[src/rtl/div_ctrl.sv]
`default_nettype none
// ---------------------------------------------------------------------------
// div_ctrl : glitch-safe reprogramming sequencer for the odd/even clock dividers
// Revision : 1.0
// ---------------------------------------------------------------------------
module div_ctrl #(
  parameter int WIDTH     = 8,
  parameter int DRAIN_CYC = 4
) (
  input  logic             clk,
  input  logic             reset,
  input  logic             req_valid,
  input  logic [WIDTH-1:0] req_div,
  output logic             req_ready,
  output logic [WIDTH-1:0] div_n,
  output logic             div_rst,
  output logic             odd_en,
  output logic             even_en,
  output logic             bypass,
  output logic             cfg_done,
  output logic             cfg_err,
  output logic [WIDTH-1:0] cur_div
);

  localparam int CNT_W = $clog2(DRAIN_CYC + 1);

  typedef enum logic [1:0] {
    IDLE  = 2'd0,
    DRAIN = 2'd1,
    LOAD  = 2'd2,
    RUN   = 2'd3
  } state_t;

  state_t             state_q, state_d;
  logic [CNT_W-1:0]   cnt_q, cnt_d;
  logic [WIDTH-1:0]   lat_q, lat_d;
  logic [WIDTH-1:0]   div_n_q, div_n_d;
  logic [WIDTH-1:0]   cur_div_q, cur_div_d;
  logic               div_rst_q, div_rst_d;
  logic               odd_en_q, odd_en_d;
  logic               even_en_q, even_en_d;
  logic               bypass_q, bypass_d;
  logic               cfg_done_q, cfg_done_d;
  logic               cfg_err_q, cfg_err_d;
  logic               req_ready_q, req_ready_d;

  logic               accept;
  logic               lat_bypass;
  logic               lat_odd;
  logic               lat_even;

  assign accept     = req_valid & req_ready_q;
  assign lat_bypass = (lat_q == WIDTH'(1));
  assign lat_odd    = lat_q[0] & ~lat_bypass;
  assign lat_even   = ~lat_q[0];

  always_comb begin
    state_d     = state_q;
    cnt_d       = cnt_q;
    lat_d       = lat_q;
    div_n_d     = div_n_q;
    cur_div_d   = cur_div_q;
    odd_en_d    = odd_en_q;
    even_en_d   = even_en_q;
    bypass_d    = bypass_q;
    div_rst_d   = 1'b0;
    cfg_done_d  = 1'b0;
    cfg_err_d   = 1'b0;

    case (state_q)
      IDLE, RUN: begin
        if (accept) begin
          if (req_div == '0) begin
            cfg_err_d = 1'b1;
          end else if ((state_q == RUN) && (req_div == cur_div_q)) begin
            cfg_done_d = 1'b1;
          end else begin
            // Enables drop first so the dividers stop before N changes
            state_d   = DRAIN;
            cnt_d     = CNT_W'(DRAIN_CYC);
            lat_d     = req_div;
            odd_en_d  = 1'b0;
            even_en_d = 1'b0;
            bypass_d  = 1'b0;
          end
        end
      end
      DRAIN: begin
        if (cnt_q == CNT_W'(1)) begin
          state_d   = LOAD;
          div_rst_d = 1'b1;
          cur_div_d = lat_q;
          if (lat_bypass)   div_n_d = WIDTH'(1);
          else if (lat_odd) div_n_d = lat_q;
          else              div_n_d = lat_q >> 1;
        end else begin
          cnt_d = cnt_q - CNT_W'(1);
        end
      end
      LOAD: begin
        state_d    = RUN;
        odd_en_d   = lat_odd;
        even_en_d  = lat_even;
        bypass_d   = lat_bypass;
        cfg_done_d = 1'b1;
      end
      default: begin
        state_d = IDLE;
      end
    endcase

    req_ready_d = (state_d == IDLE) || (state_d == RUN);
  end

  always_ff @(posedge clk or posedge reset) begin
    if (reset) begin
      state_q     <= IDLE;
      cnt_q       <= '0;
      lat_q       <= '0;
      div_n_q     <= '0;
      cur_div_q   <= '0;
      div_rst_q   <= 1'b0;
      odd_en_q    <= 1'b0;
      even_en_q   <= 1'b0;
      bypass_q    <= 1'b0;
      cfg_done_q  <= 1'b0;
      cfg_err_q   <= 1'b0;
      req_ready_q <= 1'b0;
    end else begin
      state_q     <= state_d;
      cnt_q       <= cnt_d;
      lat_q       <= lat_d;
      div_n_q     <= div_n_d;
      cur_div_q   <= cur_div_d;
      div_rst_q   <= div_rst_d;
      odd_en_q    <= odd_en_d;
      even_en_q   <= even_en_d;
      bypass_q    <= bypass_d;
      cfg_done_q  <= cfg_done_d;
      cfg_err_q   <= cfg_err_d;
      req_ready_q <= req_ready_d;
    end
  end

  assign req_ready = req_ready_q;
  assign div_n     = div_n_q;
  assign div_rst   = div_rst_q;
  assign odd_en    = odd_en_q;
  assign even_en   = even_en_q;
  assign bypass    = bypass_q;
  assign cfg_done  = cfg_done_q;
  assign cfg_err   = cfg_err_q;
  assign cur_div   = cur_div_q;

  // Output mux selects must never overlap, nor be live while N is changing
  a_sel_onehot0 : assert property (@(posedge clk) disable iff (reset)
    $onehot0({odd_en_q, even_en_q, bypass_q}));
  a_sel_quiet : assert property (@(posedge clk) disable iff (reset)
    ((state_q == DRAIN) || (state_q == LOAD)) |-> !(odd_en_q | even_en_q | bypass_q));

endmodule
`default_nettype wire

[config.mk]
export PLATFORM = sky130hd
export DESIGN_NAME = div_ctrl
export DESIGN_NICKNAME = d
export VERILOG_FILES = /design/src/rtl/div_ctrl.sv
export SDC_FILE = /design/constraint.sdc
export NUM_CORES = 1
export LEC_CHECK = 0
export ABC_AREA = 1
export ABC_CLOCK_PERIOD_IN_PS = 1600
export BUFFER_PORTS_ARGS = -buffer_cell sky130_fd_sc_hd__buf_2
export CORE_MARGIN = 3
export CORE_UTILIZATION = 40
export CTS_CLUSTER_SIZE = 8
export DETAILED_ROUTE_END_ITERATION = 10
export GPL_ROUTABILITY_DRIVEN = 0
export SETUP_SLACK_MARGIN = 0.5
export SLEW_MARGIN = 30
export SYNTH_ARGS = -nofsm -noshare
export SYNTH_HDL_FRONTEND = slang
export SYNTH_SLANG_ARGS = --single-unit
export TNS_END_PERCENT = 30
[constraint.sdc]
create_clock -name clk -period 1.6 [get_ports clk]
set_clock_uncertainty 0.1 [all_clocks]
set_input_delay 0.24 -clock clk [delete_from_list [all_inputs] [get_ports clk]]
set_output_delay 0.24 -clock clk [all_outputs]
set_load 0.05 [all_outputs]
After elaboration in Yosys (flattened, before gate mapping):

Cells that the tools add are included.

* flip-flop bits (word level): 36
* input bits: 11
* output and inout bits: 23
* word-level logic and storage cells: 69

* add/subtract/negate cells: 1
* eq/ne operators: 11
* mux-type cells: 27
* bitwise gates (word level): 6
* reductions and logical operators: 12

Operators by type and width (count)
* 8-bit 2-to-1 mux: 2
* 3-bit 2-to-1 mux: 4
* 1-bit 2-to-1 mux: 11
* 8-bit by 1-bit == test with 1-bit output, second input constant: 1
* 8-bit == test: 1
* 8-bit zero test: 1
* 2-bit 2-to-1 mux: 4
* 2-bit != test, second input constant: 4
* 1-bit case mux with 2 select lines: 4
* 4-bit AND reduction: 2
* 2-bit == test, second input constant: 3
* 2-bit case mux with 3 select lines: 1
* 3-bit case mux with 2 select lines: 1
* 5-bit AND reduction: 1
* 2-bit zero test: 2
* 1-bit inverter: 4
* 2-bit nonzero test: 2
* 3-bit by 1-bit == test with 1-bit output, second input constant: 1
* 3-bit by 1-bit subtractor with 3-bit output, second input constant: 1
* 1-bit AND: 2
* 2-bit by 1-bit == test with 1-bit output, second input constant: 1
* 2-bit AND reduction: 1
* 2-bit OR reduction: 1
* 1-bit logical AND: 1
* 1-bit logical OR: 1

Longest topological paths before layout:

* depth in word-level cells: 8
* depth in mapped cells: 11
* gate-level depth less buffers: 11

Least setup slack after synthesis:

No wires, ideal clock.

* path kind: register -> register
* start: reg cur_div_q[0] (netlist: cur_div[0])
* end: reg bypass_q (netlist: bypass)
* library setup time: 67 ps
* arrival: 1476 ps
* required time: 1433 ps
* path slack: -43 ps
* cell stages (with the launch flop): 12
* path buffers: 1
* clock period less this slack: 1643 ps
* cells stage by stage: dfrtp_1 -> inv_1 -> nand2_1 -> nand2_1 -> inv_1 -> nand2_1 -> nor2_1 -> nand3_2 -> nand2_4 -> buf_6 -> nand3_1 -> nand2_1

* word-level cells in the longest chain between the ends: 4

Ends and longest elaborated chain
* start, declared: RTL line 38 `logic [WIDTH-1:0] cur_div_q, cur_div_d;`
* start signal, assigned: RTL line 134 `cur_div_q <= cur_div_d;`
* 8-bit == test: RTL line 75 `end else if ((state_q == RUN) && (req_div == cur_div_q)) begin`
* 1-bit logical AND: RTL line 75
* 2-bit != test (no source line)
* 4-bit AND reduction (no source line)
* end signal, assigned: RTL line 138 `bypass_q <= bypass_d;`
* end, declared: RTL line 42 `logic bypass_q, bypass_d;`

Every way passes these cells.
A chain may end at the register's enable or synchronous reset.

Final worst setup path:

* start: reg state_q[1]
* end: reg lat_q[7]

* word-level cells in the longest chain between the ends: 4
* elaborated cells between the ends (all ways): 6
* those cells by class: eq/ne (1); bitwise (1); reduce/logical (4)

Ends and longest elaborated chain
* start, declared: RTL line 34 `state_t state_q, state_d;`
* start signal, assigned: RTL line 130 `state_q <= state_d;`
* 2-bit == test: RTL line 70, 75
* 1-bit logical AND: RTL line 75
* 1-bit inverter (no source line)
* 4-bit AND reduction (no source line) (*)
* end signal, assigned: RTL line 132 `lat_q <= lat_d;`
* end, declared: RTL line 36 `logic [WIDTH-1:0] lat_q, lat_d;`

Mark *: on every way between the ends. The rest lies on a longest branch, timed or not.

==> impl_metrics.json <==
{
  "worstPathRequired_ns": 1.67,
  "overflow": 0,
  "wl_per_cell_um": 14.4,
  "path_class": "reg2reg",
  "synthTopCellsByCount": "74 x nand2_1, 36 x dfrtp_1, 24 x nor2_1, 23 x inv_1, 15 x o21ai_0",
  "grt_usage": 0.195,
  "dr_wl_met2_um": 2390,
  "htree_levels": 2,
  "synthDistinctLibCells": 28,
  "cts_root_buffer": "clkbuf_8",
  "die_h_um": 73.7,
  "drc": 0,
  "p_switching_w": 0.00281,
  "cap_violations": 0,
  "area_delta_synth_final_pct": 58.6,
  "cts.sinks": 36,
  "ir_worst_vdd_v": 0.00100,
  "synthArstFlopShare": 1.00,
  "fp.coreArea_sq_mm": 0.00420,
  "start_util": 0.436,
  "worst_slew_pin_slew_ns": 0.338,
  "dieArea_sq_mm": 0.00542,
  "layout_setup_ws_ns": -0.0964,
  "worstPathArrival_ns": 1.77,
  "synth_warnings": 0,
  "synth-seq-area-share": 0.492,
  "topRoutingLayerUsed": "met4",
  "fmax_mhz": 589,
  "grt_max_degree": 37,
  "synthCells": 234,
  "p_int_w": 0.00316,
  "drt_iter0_drc": 156,
  "dr_wl_met3_um": 247,
  "netSwitchingFraction": 0.471,
  "synth_nets": 250,
  "antenna_left": 0,
  "synthesis.area_sq_mm": 0.00183,
  "cts.path.max_buffers": 2,
  "timing.hold.ws_ns": 0.103,
  "period_share": 1.06,
  "startpoint": "state_q[1]$_DFF_PP0_",
  "die_w_um": 73.7,
  "power.total_w": 0.00597,
  "post-place-ws_ns": -0.00714,
  "dr.pass1.iters": 5,
  "drt-met1-wl_um": 2300,
  "ys.flop_type": "dfrtp_1",
  "synth_most_common_cell": "nand2_1",
  "syn-mean-instance-area_sq_um": 7.82,
  "violations": "negative setup slack",
  "io_buffers": 33,
  "ys_seq_elements": 36,
  "cts_tree": "yes",
  "clock_latency_ns": 0.29,
  "drv_slew": 0,
  "p_clk_frac": 0.113,
  "p_leak_nw": 1.42,
  "start_kind": "flip-flop",
  "yosysTopAreaCell": "dfrtp_1",
  "dp_hpwl_um": 3220,
  "yosys-top-cells-area": "dfrtp_1 49%, nand2_1 15%, nor2_1 4.9%",
  "period_needed_ns": 1.70,
  "min-delay-start": "req_div[4]",
  "row_count": 23,
  "cp_max_fo": 9,
  "rsz0062_at_grt": "yes",
  "pwr-share-comb": 0.598,
  "synth_top_area_share": 0.492,
  "nNetsFinal": 316,
  "p_seq_frac": 0.289,
  "worstSetupEndpointType": "flip-flop",
  "status": "finished with violations",
  "antenna_cells": 0,
  "synth-edff-count": 0,
  "hp-class": "in2reg",
  "drive_gt1_frac": 0.508,
  "path_clk_slew_ns": 0.08,
  "slew_headroom": 0.775,
  "antenna_found_initial": 0,
  "io_pins": 34,
  "finalSetupViolCount": 18,
  "hold_viol": 0,
  "numCtsBuffers": 5,
  "grt_pass1_vias": 1657,
  "r2r-start": "state_q[1]$_DFF_PP0_",
  "vias": 1787,
  "grt_pass1_wl_um": 8070,
  "drt-total-wl_um": 5050,
  "power.density_cell_area_mw_per_mm2": 2060,
  "avgViaCountPerCell": 5.09
}
==> stage by stage <==
stage | TNS, ns | std cells | cell area (sq um) | utilization
6_report | -0.749 | 351 | 2900 | 0.691
4_1_cts | -0.00723 | 343 | 2710 | 0.646
3_3_place_gp | 0 | 323 | 2170 | 0.517
3_5_place_dp | -0.00714 | 323 | 2170 | 0.517
5_1_grt | -2.38 | 351 | 2900 | 0.691
2_1_floorplan | 0 | 234 | 1890 | -
==> flip-flops by register name (all words and copies together) (netlist names), 2 cells and up <==
name / cells
lat_q: 8
state_q: 2
cur_div: 8
div_n: 8
cnt_q: 3
==> power by group through the flow <==
stage	registers, W	clock network, W	logic, W
4_1_cts	0.00168	0.000680	0.00324
2_1_floorplan	0.00229	0	0.00112
5_1_grt	0.00178	0.000724	0.00386
3_5_place_dp	0.00160	0	0.00245
6_report	0.00173	0.000676	0.00357
3_3_place_gp	0.00159	0	0.00243
==> cell families after synthesis <==
group	Yosys count	synth area share
adders and majority gates	5	0.0342
AOI/OAI and AO/OA	31	0.0916
buffers and inverters	37	0.0847
and+or+nand+nor	123	0.288
DFF	36	0.492
xor gates and xnor gates	2	0.00957
==> what timing repair did <==
| action | 4_1_cts | 5_1_grt |
|---|---|---|
| setup buffers | 9 | 8 |
| endpoints found under the setup margin | 59 | 95 |
| gates resized for setup | 116 | 34 |
| pin swaps | 12 | 17 |
| hold buffers | 1 | 0 |
| hold endpoints to repair | 36 | 0 |
| gates cloned | 2 | 0 |
==> routing by layer <==
layer / track usage / up-vias
met2: 0.303 / 63
met4: 0.0443 / 0
met3: 0.0424 / 16
met1: 0.278 / 838
met5: 0 / -
li1: - / 870
==> cells in the final DEF (no fill, tap or decap), drive strengths merged, types with 4 or more instances in the layout <==
master	instances
ha	5
clkbuf	8
buf	61
nand3	12
dfrtp	36
o21ai	22
nor2	26
inv	31
nand2	76
a21oi	4
==> layout make-up <==
cell class / instances / area [sq um]
flip-flops and latches: 36 / 915
well taps: 50 / 62.6
clock buffers: 8 / 90.1
fillers: 322 / 1300
repair buffers: 62 / 633
inverters: 33 / 141
multi-input cells: 162 / 1060
==> path summary, 6_finish.rpt <==
check,to,depth (start not counted),slack [ns]
worst max-delay path,lat_q[7]$_DFFE_PP0P_,7,-0.1
worst min-delay path,lat_q[4]$_DFFE_PP0P_,3,0.10
worst max register to register,lat_q[7]$_DFFE_PP0P_,7,-0.1
worst min register to register,div_n[2]$_DFFE_PP0P_,2,0.40
max in group asynchronous,cur_div[6]$_DFFE_PP0P_,4,0.66
min in group asynchronous,div_n[2]$_DFFE_PP0P_,4,0.46
==> critical path: stages (launching register included) <==
cell,delay [ns]
dfrtp_2,0.46
ha_4,0.31
inv_4,0.05
nor3_4,0.26
nand2_4,0.13
buf_12,0.16
nand2_2,0.05
o21ai_1,0.06
No activity file was read; power rests on OpenSTA's default activity.
